## config.mk

```make
export PLATFORM = sky130hd
export DESIGN_NAME = param_johnson_ring_counter
export DESIGN_NICKNAME = d
export VERILOG_FILES = /design/src/rtl/param_johnson_ring_counter.sv
export SDC_FILE = /design/constraint.sdc
export NUM_CORES = 1
export LEC_CHECK = 0
export BUFFER_PORTS_ARGS = -buffer_cell sky130_fd_sc_hd__buf_2
export CAP_MARGIN = 15
export CORE_MARGIN = 4
export CORE_UTILIZATION = 38
export CTS_BUF_LIST = sky130_fd_sc_hd__clkbuf_16
export DETAILED_ROUTE_END_ITERATION = 8
export HOLD_SLACK_MARGIN = 0.12
export REMOVE_ABC_BUFFERS = 1
export SYNTH_ARGS = -nofsm -noshare
export SYNTH_HDL_FRONTEND = slang
export SYNTH_SLANG_ARGS = --single-unit
```

## constraint.sdc

```tcl
create_clock -name clk -period 6.3 [get_ports clk]
set_clock_uncertainty 0.05 [all_clocks]
set_input_delay 0.945 -clock clk [delete_from_list [all_inputs] [get_ports clk]]
set_output_delay 0.945 -clock clk [all_outputs]
set_load 0.1 [all_outputs]
```

## src/rtl/param_johnson_ring_counter.sv

```systemverilog
// Parametrised shift-register sequencer: Johnson (period 2*WIDTH) or one-hot ring (period WIDTH),
// with enable, direction, parallel load, step decode, wrap pulse and illegal-state self-correction.
module param_johnson_ring_counter #(
    parameter int WIDTH = 4,
    parameter int SW    = $clog2(2 * WIDTH)
) (
    input  logic             clk,
    input  logic             rst,
    input  logic             en,
    input  logic             dir,
    input  logic             mode,
    input  logic             load,
    input  logic [WIDTH-1:0] load_data,
    output logic [WIDTH-1:0] dout,
    output logic [SW-1:0]    step,
    output logic             tc,
    output logic             illegal,
    output logic             corr
);

    typedef enum logic {
        MODE_JOHNSON = 1'b0,
        MODE_RING    = 1'b1
    } mode_e;

    mode_e            mode_q, mode_d, mode_in;
    logic [WIDTH-1:0] dout_q, dout_d;
    logic [WIDTH-1:0] shifted;
    logic             tc_q, tc_d;
    logic             corr_q, corr_d;
    logic             legal;
    logic             j_lsb_run, j_msb_run, ring_one;
    logic [WIDTH-1:0] inv;
    logic [SW-1:0]    pc, ring_idx;

    function automatic logic [WIDTH-1:0] start_of(input mode_e m);
        return (m == MODE_RING) ? WIDTH'(1) : '0;
    endfunction

    assign mode_in = mode_e'(mode);
    assign inv     = ~dout_q;

    // x & (x+1) == 0 exactly when x is a (possibly empty) LSB-aligned run of ones
    assign j_lsb_run = ((dout_q & (dout_q + WIDTH'(1))) == '0);
    assign j_msb_run = ((inv & (inv + WIDTH'(1))) == '0);
    assign ring_one  = (dout_q != '0) && ((dout_q & (dout_q - WIDTH'(1))) == '0);
    assign legal     = (mode_q == MODE_RING) ? ring_one : (j_lsb_run || j_msb_run);

    always_comb begin
        pc       = '0;
        ring_idx = '0;
        for (int unsigned i = 0; i < WIDTH; i++) begin
            pc = pc + SW'(dout_q[i]);
            if (dout_q[i]) begin
                ring_idx = SW'(i);
            end
        end
    end

    always_comb begin
        step = '0;
        if (legal) begin
            if (mode_q == MODE_RING) begin
                step = ring_idx;
            end else if (dout_q[0] || (dout_q == '0)) begin
                step = pc;
            end else begin
                // modulo-2^SW subtraction yields 2*WIDTH - popcount even when 2*WIDTH == 2^SW
                step = SW'(2 * WIDTH) - pc;
            end
        end
    end

    always_comb begin
        shifted = dout_q;
        case ({mode_q == MODE_RING, dir})
            2'b00:   shifted = {dout_q[WIDTH-2:0], ~dout_q[WIDTH-1]};
            2'b01:   shifted = {~dout_q[0], dout_q[WIDTH-1:1]};
            2'b10:   shifted = {dout_q[WIDTH-2:0], dout_q[WIDTH-1]};
            default: shifted = {dout_q[0], dout_q[WIDTH-1:1]};
        endcase
    end

    always_comb begin
        dout_d = dout_q;
        mode_d = mode_q;
        tc_d   = 1'b0;
        corr_d = 1'b0;
        if (rst) begin
            dout_d = start_of(mode_in);
            mode_d = mode_in;
        end else if (mode_in != mode_q) begin
            dout_d = start_of(mode_in);
            mode_d = mode_in;
        end else if (load) begin
            dout_d = load_data;
        end else if (en) begin
            if (legal) begin
                dout_d = shifted;
                tc_d   = (shifted == start_of(mode_q));
            end else begin
                dout_d = start_of(mode_q);
                corr_d = 1'b1;
            end
        end
    end

    always_ff @(posedge clk) begin
        dout_q <= dout_d;
        mode_q <= mode_d;
        tc_q   <= tc_d;
        corr_q <= corr_d;
    end

    assign dout    = dout_q;
    assign tc      = tc_q;
    assign corr    = corr_q;
    assign illegal = ~legal;

endmodule
```

# Yosys cells after proc, flatten, opt, wreduce, memory -nomap -nowiden
# Index checks and enable logic that the tools add are counted.
[word_totals]
output_inout_bits = 10
reg_bits = 7
inputBits = 10
wordCells = 54
[op_classes]
reduce_logical = 13
mux = 18
eq_ne = 4
add_sub_neg = 7
bitwise = 8
[op_table]
columns = ["cell", "n"]
rows = [
  ["$mux W4", 5],
  ["$logic_not A4 Y1", 4],
  ["$and A4 B4 Y4", 3],
  ["$pmux W4 S3", 1],
  ["$mux W3", 3],
  ["$add A4 B1 Y4 const B", 2],
  ["$reduce_bool A4 Y1", 2],
  ["$mux W1", 7],
  ["$reduce_or A5 Y1", 1],
  ["$eq A4 B4 Y1", 1],
  ["$mux W2", 2],
  ["$not A1 Y1", 4],
  ["$not A4 Y4", 1],
  ["$reduce_or A4 Y1", 1],
  ["$sub A4 B1 Y4 const B", 1],
  ["$add A2 B1 Y3", 1],
  ["$add A3 B1 Y3", 1],
  ["$sub A1 B3 Y3 const A", 1],
  ["$add A1 B1 Y2", 1],
  ["$eq A2 B1 Y1 const B", 1],
  ["$eq A2 B2 Y1 const B", 1],
  ["$logic_not A2 Y1", 1],
  ["$logic_or A1 B1 Y1", 2],
  ["$reduce_bool A2 Y1", 1],
  ["2 further kinds", 2],
]

# Longest topological paths before layout
# Gate-level depths: netlist of the first run.
[logic_depth]
ltp_word = 11
mapped_depth = 8
depth_no_buf = 8

# Worst setup path after synthesis of the first run
# OpenSTA, ideal clock, no wires.
[synth_timing]
path_type = "flip-flop to output port"
start = "register dout_q[1], in the netlist dout[1]"
end = "output port step[1]"
slack_ns = 0.547
t_required_ns = 5.305
stages_incl_launch_ff = 8
arrival_ns = 4.758
path_buffers = 0
path_cell_list = "edfxtp_1 > fa_1 > ha_1 > ha_1 > inv_1 > ha_1 > a211oi_1 > a211oi_1"
[synth_via]
elab_chain_len = 7
elab_cells_between_ends = 23
classes_between = "add/sub (7); mux (4); bitwise (4); reduce/logical (8)"
[synth_lines]
columns = ["item", "line", "rtl"]
rows = [
  ["start: declaration", "27", "logic [WIDTH-1:0] dout_q, dout_d;"],
  ["start signal: assignment", "109", "dout_q <= dout_d;"],
  ["$add A1 B1 Y2 / $not A4 Y4 (equally long branches)", "53, 41", ""],
  ["$add A2 B1 Y3 / $add A4 B1 Y4 (equally long branches)", "53, 45", ""],
  ["$add A3 B1 Y3 / $and A4 B4 Y4 (equally long branches)", "53, 45", ""],
  ["$sub A1 B3 Y3 / $logic_not A4 Y1 (equally long branches)", "69, 45", ""],
  ["$mux W3 / $logic_or A1 B1 Y1 (equally long branches)", "65, 47", ""],
  ["$mux W3 / $mux W1 (equally long branches)", "63, 47", ""],
  ["$mux W3 *", "62", "if (legal) begin"],
  ["end: declaration", "15", "output logic [SW-1:0] step,"],
]
# Mark *: on every way between the ends. The rest lies on a longest branch, timed or not.

# Worst setup path in the final report of the first run
[layout_timing]
start = "register dout_q[0], in the netlist dout[0]"
end = "output port step[1]"
# Same word-level chain as after synthesis.

==> metrics.cfg, run 1 <==
[floorplan]
die_x_um=54.26
die_h_um=54.26
row_count=16
core_um2=2002
start_util_pct=40.62
ioPinCount=20
die_area_um2=2944

[critical_path]
cp_top_family=adder cells
path_buf_inv=2
critPathKind=register to output pin
start_kind=register
critPathMaxStageDelay_ns=0.67
cp-end-kind=output pin
crit_top_cell=ha_1
arrival_ns=2.89
critical_path.cell_chain=fa_1 -> ha_1 -> ha_1 -> inv_1 -> ha_1 -> a211oi_1 -> a211oi_1 -> buf_2
timing.rr.start=dout[0]
cp_data_required_time_ns=5.30
cp_max_fo=12
worstSetupStartpoint=dout[0]
critPathSlowestCell=edfxtp_1

[yosys]
yosysSeqAreaShare_pct=23.38
synth_top_family_by_area=simple AND/OR/NAND/NOR gates
synth-compound-area-share_pct=21.54
ys_seq_elements=7
synth_cell_types=33
synth-edff-count=5
synth_flop_cell=edfxtp_1
ys_top_cells_by_area=edfxtp_1, ha_1, nor2_1
ys_async_sr_fraction_pct=0
synth.avg_cell_area_um2=8.745
yosys.area.top_type=edfxtp_1
synth_top_area_share_pct=18.46
yosysWarnings=0
synthAdderAreaFrac_pct=13.23
synth_simple_gate_area_share_pct=22.46
synthXorXnorAreaFrac_pct=4.308
synth.mux.area_fraction_pct=4.923
synth_commonest_cells=nor2_1, a21oi_1, ha_1, nand2_1, nand2b_1
synth_area_um2=813.3
synth.most_common_cell=nor2_1
synth_cells=93

[pwr]
p_per_area_nw_per_um2=330.4
leakage_nw=0.4122
p_total_uw=320.4
peakVddDrop_v=0.0002310

[sta]
slew_viol_final=0
finalHoldViolCount=0
post-route-period-util_pct=61.70
setup_tns_ns=0
worst_slew_pin_slew_ns=0.6304
timing.fmax_mhz=257.3
worst_slack_ns=2.413
finalCriticalPeriod_ns=3.887
finalSetupViolCount=0
rsz0062_at_grt=no
relSlewSlack_pct=57.97

[finish]
final_area_um2=969.7
syn_to_final_growth_pct=19.23
nNetsFinal=128
diodes=0
drive_above_1_share_pct=31.19
fin_cells=136

[clocking]
cts_max_level=1
cts_sinks=7
cts_resized=0
post-cts-setup-buffers=0
cts_max_path_buffers=2
root_buffer=clkbuf_16
insertion_delay_ns=0.23
cts_made_buffers=3
clk_pin_slew_ns=0.04
holdBufCountCts=0
cts_tree=yes

[global_routing]
grt_max_degree=18
grt_pass1_vias=580
track_usage_pct=12.17
overflow=0
grt_pass1_wl_um=2566
grt_antenna_before_repair=0

[placement]
dpl.hpwl_um=1216
gp_congestion=0.7416
placed_area_um2=890.9
dp_cells=132
portBuffers=19
place_ws_ns=2.641

[route]
ant_nets=0
vias=672
drc=0
drt_pass1_iterations=4
wl_per_cell_um=11.94
drt_iter0_markers=8
viasPerCell=4.941
wl_um=1624

[min_path]
hold_class=register to register
min-delay-start=dout[2]

[flow_run]
maxCapViolations=0

[outcome]
status=finished, final reports clean

==> cell usage in the layout, fill, tap and decap left out, types with 2 or more instances in the layout <==
cell type,synthesis,final
nor2_1,12,12
ha_1,7,7
inv_1,3,4
inv_2,3,3
edfxtp_1,5,5
dfxtp_1,2,2
nor2b_1,2,2
nor3_1,2,2
buf_2,2,19
mux2i_1,4,4
nand2b_1,6,6
nand2_1,7,7
a21oi_1,8,8
xnor2_1,4,4
nand3_1,3,3
clkbuf_16,0,3
a211oi_1,3,3
==> flip-flops by register name (all words and copies together) (netlist names) <==
name,count
mode_q,1
corr,1
tc,1
dout,4
==> logic make-up after synthesis <==
logic type,count (synthesis)
simple gates,36
compound gates,20
buf+inv,14
fa+ha+maj,8
flops,7
xor+xnor,4
mux,4
==> final cells by class <==
cell class              count  area, um^2
clock buffers               3       75.07
fillers                   196        1032
flip-flops and latches      7       190.2
multi-input cells          72       540.5
well taps                  27       33.78
repair buffers             19       95.09
inverters                   7       31.28
clock inverters             1       3.754
==> worst register-to-register path, cell delays in order (launching register included) <==
cell	delay, ns
edfxtp_1	0.67
clkinv_4	0.13
ha_1	0.28
nor2b_1	0.15
o21ai_0	0.32
nor2_2	0.14
nand3_1	0.11
a21oi_1	0.07
==> layer usage <==
metal / vias up / GRT usage [%] / routed length [um]
met3: 2 / 3.270 / 87
li1: 355 / - / -
met4: 0 / 4.979 / 13
met1: 298 / 15.83 / 788
met5: - / 0 / 0
met2: 17 / 18.92 / 734
==> through the flow <==
step / utilization (%) / hold slack (ns)
global route: 48.44 / 0.7585
global placement: 44.50 / 0.7036
CTS: 48.44 / 0.7090
finish: 48.44 / 0.6992
detailed placement: 44.50 / 0.7034
floorplan: - / 0.8849
==> power breakdown <==
group	internal [mW]	switching, mW
Sequential	0.0540	0.0138
Clock	0.0825	0.0233
Combinational	0.0376	0.109
==> path summary, 6_finish.rpt <==
check,slack [ns],end,depth (start not counted)
worst max-delay path,2.41,step[1],8
worst min-delay path,0.70,tc,1
worst max register to register,4.13,dout[3],7
worst min register to register,0.70,tc,1
Power figures use the tool's default switching activity.
==> inputs of run 2 (changes only) <==
--- a/config.mk
+++ b/config.mk
@@ -5,6 +5,7 @@
 export SDC_FILE = /design/constraint.sdc
 export NUM_CORES = 1
 export LEC_CHECK = 0
+export ABC_AREA = 1
 export BUFFER_PORTS_ARGS = -buffer_cell sky130_fd_sc_hd__buf_2
 export CAP_MARGIN = 15
 export CORE_MARGIN = 4
==> constraint.sdc (replaced) <==
create_clock -name clk -period 4 [get_ports clk]
set_clock_uncertainty 0.05 [all_clocks]
set_input_delay 0.6 -clock clk [delete_from_list [all_inputs] [get_ports clk]]
set_output_delay 0.6 -clock clk [all_outputs]
set_load 0.1 [all_outputs]
==> run 2 against run 1 <==
Net effect:
- register-to-register slack lost 2.1 ns
- global-route usage grew 2.5 points
- area after synthesis shrank 7.1%
==> metrics.cfg, run 2 <==
[sta]
finalSetupViolCount=0
rsz0062_at_grt=no
relSlewSlack_pct=67.75
worst_slew_pin_slew_ns=0.4871
slew_viol_final=0
whs_ns=0.5506
finalCriticalPeriod_ns=3.409
post-route-period-util_pct=85.24
finalHoldViolCount=0
timing.fmax_mhz=293.3

[floorplan]
die_h_um=52.60
row_count=15
die_area_um2=2766
ioPinCount=20
start_util_pct=41.94
core_um2=1802
die_x_um=52.60

[yosys]
synth_area_um2=755.7
yosysSeqAreaShare_pct=25.17
synth_cells=106
ys_async_sr_fraction_pct=0
synthXorXnorAreaFrac_pct=1.159
synth_cell_types=24
synth_flop_cell=edfxtp_1
yosys.area.top_type=edfxtp_1
synth_commonest_cells=nand2_1, inv_1, a21oi_1
ys_seq_elements=7
yosysWarnings=0
synth.most_common_cell=nand2_1
synth-compound-area-share_pct=15.23
synth.avg_cell_area_um2=7.129
synth_simple_gate_area_share_pct=33.11
synthAdderAreaFrac_pct=14.24
synth.mux.area_fraction_pct=0
ys_top_cells_by_area=edfxtp_1, nand2_1, ha_1
synth-edff-count=5
synth_top_family_by_area=simple AND/OR/NAND/NOR gates
synth_top_area_share_pct=19.87

[route]
drt_iter0_markers=13
ant_nets=0
drc=0
viasPerCell=4.974
vias=756
wl_um=1753
wl_per_cell_um=11.53
drt_pass1_iterations=4

[clocking]
root_buffer=clkbuf_16
insertion_delay_ns=0.23
cts_max_level=1
post-cts-setup-buffers=0
clk_pin_slew_ns=0.03
cts_max_path_buffers=2
holdBufCountCts=0
cts_made_buffers=3
cts_sinks=7
cts_resized=0
cts_tree=yes

[global_routing]
overflow=0
grt_max_degree=11
grt_pass1_vias=712
grt_pass1_wl_um=2939
grt_antenna_before_repair=0
track_usage_pct=14.72

[critical_path]
arrival_ns=2.76
cp_data_required_time_ns=3.35
critPathKind=register to output pin
cp-end-kind=output pin
cp_max_fo=9
start_kind=register

[finish]
final_cell_mix=nand2_1, buf_2, inv_1
fin_cells=152
multi_input_area_um2=481.7
largest_register_ffs=4
utilization_pct=51.94
syn_to_final_growth_pct=23.84
area.sequential_um2=190.2
nNetsFinal=146
drive_above_1_share_pct=27.56
fillers=192
diodes=0
final_common_cell=nand2_1

[outcome]
status=finished, final reports clean

[pwr]
peakVddDrop_v=0.0003026
p_per_area_nw_per_um2=523.5
leakage_nw=0.4859
p_total_uw=490.0

[placement]
dp_cells=148
gp_congestion=0.8837
portBuffers=19
dpl.hpwl_um=1402

[min_path]
hold_class=input port to register

[flow_run]
maxCapViolations=0

[run 2: logic make-up (layout without fill, tap and decap cells)]
logic type / Yosys count / after routing
and+or+nand+nor: 55 / 55
AOI/OAI and AO/OA: 18 / 18
buffers and inverters: 17 / 38
adders and majority gates: 8 / 8
DFF: 7 / 7
xor gates and xnor gates: 1 / 1
[run 2: critical path, stage by stage, from the launching register on]
cell	delay, ns
edfxtp_1	0.52
fa_1	0.51
ha_1	0.19
ha_1	0.26
inv_1	0.05
ha_1	0.27
o21ai_0	0.10
a211oi_2	0.18
buf_2	0.45
[run 2: cell type report]
cell class                      instances  area share, %
Multi-Input combinational cell         82          51.47
Inverter                               15          6.283
Sequential cell                         7          20.32
Timing Repair Buffer                   19          10.16
Clock inverter                          1         0.4011
Clock buffer                            3          8.021
Tap cell                               25          3.342
[run 2: routing by layer]
layer  share of wire, %  wire length, um  GRT usage [%]  vias to the layer above
met3                5.1               90          3.704                        5
met5                  0                0              0                        -
met4                2.3               40          8.085                        0
met2                 48              849          25.21                       23
met1                 44              773          16.40                      339
li1                   -                -              -                      389
[run 2: path summary, 6_finish.rpt]
kind	startpoint	to	slack, ns	depth (start not counted)
setup reg to reg	dout[0]	dout[0]	2.06	9
hold reg to reg	mode_q	tc	0.82	5
hold / removal	mode	mode_q	0.55	1
setup / recovery	dout[1]	step[1]	0.59	8
[run 2: report_power, final]
group	internal [mW]	switching, mW
clock	0.130	0.0380
combinational	0.0500	0.175
sequential	0.0848	0.0119
[run 2: stage by stage]
stage	TNS (ns)	setup slack, ns	instance area, um^2
3_5_place_dp	0	0.8159	857.1
5_1_grt	0	0.4322	935.9
3_3_place_gp	0	0.8703	857.1
4_1_cts	0	0.5700	935.9
6_report	0	0.5905	935.9
2_1_floorplan	-0.9821	-0.4688	730.7
==> inputs of run 3 (changes only) <==
--- a/config.mk
+++ b/config.mk
@@ -13,6 +13,7 @@
 export CTS_BUF_LIST = sky130_fd_sc_hd__clkbuf_16
 export DETAILED_ROUTE_END_ITERATION = 8
 export HOLD_SLACK_MARGIN = 0.12
+export PLACE_DENSITY = 0.67
 export REMOVE_ABC_BUFFERS = 1
 export SYNTH_ARGS = -nofsm -noshare
 export SYNTH_HDL_FRONTEND = slang
==> constraint.sdc (replaced) <==
create_clock -name clk -period 4 [get_ports clk]
set_clock_uncertainty 0.05 [all_clocks]
set_input_delay 0.4 -clock clk [delete_from_list [all_inputs] [get_ports clk]]
set_output_delay 0.4 -clock clk [all_outputs]
set_load 0.1 [all_outputs]
==> run 3 against run 2 <==
Net effect:
- sequential cell count stayed put
- largest cell class unchanged
- highest routed layer unchanged
- critical path depth stayed put
- non-clock buffer count is the same
- critical endpoint unchanged
==> metrics.cfg, run 3 (synthesis gave the netlist of run 2 again) <==
[global_routing]
track_usage_pct=14.91
overflow=0
grt_max_degree=11
grt_pass1_wl_um=3022
grt_pass1_vias=724
grt_antenna_before_repair=0

[placement]
placed_area_um2=857.1
place_ws_ns=0.9791
dp_cells=148
portBuffers=19
gp_congestion=0.8815
dpl.hpwl_um=1439

[route]
drt_iter0_markers=18
wl_per_cell_um=11.64
wl_um=1769
viasPerCell=4.882
vias=742
drc=0
ant_nets=0
drt_pass1_iterations=4

[floorplan]
row_count=15
start_util_pct=41.94
die_area_um2=2766
ioPinCount=20
core_um2=1802
die_x_um=52.60
die_h_um=52.60

[finish]
final_cell_mix=nand2_1, buf_2, inv_1
largest_register_ffs=4
diodes=0
final_common_cell=nand2_1
nNetsFinal=146
drive_above_1_share_pct=27.56
final_area_um2=935.9
fillers=189
syn_to_final_growth_pct=23.84
fin_cells=152

[min_path]
hold_depth=1
whs_endpoint=mode_q
min-delay-start=mode
hold_class=input port to register

[critical_path]
cp_data_required_time_ns=3.55
start_kind=register
reg2reg_depth=9
critPathKind=register to output pin
timing.rr.end=dout[0]
arrival_ns=2.80
cp_max_fo=7
timing.rr.start=dout[0]
rrSetupSlack_ns=2.00
cp-end-kind=output pin

[clocking]
cts_max_level=1
post-cts-setup-buffers=0
clk_pin_slew_ns=0.04
cts_made_buffers=3
cts_resized=0
root_buffer=clkbuf_16
cts_tree=yes
insertion_delay_ns=0.23
cts_max_path_buffers=2
holdBufCountCts=0
cts_sinks=7

[sta]
worst_slack_ns=0.7541
setup_tns_ns=0
relSlewSlack_pct=67.64
post-route-period-util_pct=81.15
finalCriticalPeriod_ns=3.246
finalHoldViolCount=0
slew_viol_final=0
whs_ns=0.3472
rsz0062_at_grt=no
timing.fmax_mhz=308.1
finalSetupViolCount=0
worst_slew_pin_slew_ns=0.4888

[outcome]
status=finished, final reports clean

[pwr]
leakage_nw=0.4859
p_per_area_nw_per_um2=525.6
peakVddDrop_v=0.0004200

[flow_run]
maxCapViolations=0

[run 3: final cells by class]
type                    instances  area (um^2)  share of cell area, %
inverters                      15        58.81                  6.283
multi-input cells              82        481.7                  51.47
clock inverters                 1        3.754                 0.4011
flip-flops and latches          7        190.2                  20.32
well taps                      25        31.28                  3.342
clock buffers                   3        75.07                  8.021
repair buffers                 19        95.09                  10.16
[run 3: metal layers]
layer  wire [um]  vias up  GRT usage, %
li1            -      388             -
met1         746      330         15.92
met2         893       22         27.89
met3         120        2         4.558
met4           9        0         3.830
met5           0        -             0
[run 3: stage by stage]
stage	util, %	total power, mW
after floorplan	-	0.2841
after global placement	47.57	0.3200
after detailed placement	47.57	0.3253
after CTS	51.94	0.4931
after global routing	51.94	0.5186
final	51.94	0.4919
[run 3: how the worst max path moves through the flow]
stage	startpoint	endpoint	slack, ns	depth (start not counted)
2_1_floorplan	dout[1]	step[2]	-0.27	9
3_3_place_gp	dout[0]	step[1]	1.03	8
3_5_place_dp	dout[0]	step[1]	0.98	8
4_1_cts	dout[0]	step[1]	0.73	8
5_1_grt	dout[0]	step[2]	0.61	10
6_report	dout[0]	step[1]	0.75	8
[run 3: report_power, final]
part	leakage (nW)	internal [mW]	switching [mW]	total, mW
clock	0.0423	0.130	0.0386	0.169
sequential	0.0723	0.0848	0.0124	0.0972
combinational	0.371	0.0501	0.176	0.226
[run 3: critical path, stage by stage, from the launching register on]
cell      delay [ns]
edfxtp_1        0.52
fa_1            0.52
ha_1            0.20
ha_1            0.27
inv_1           0.05
ha_1            0.27
o21ai_0         0.11
a211oi_2        0.18
buf_2           0.45
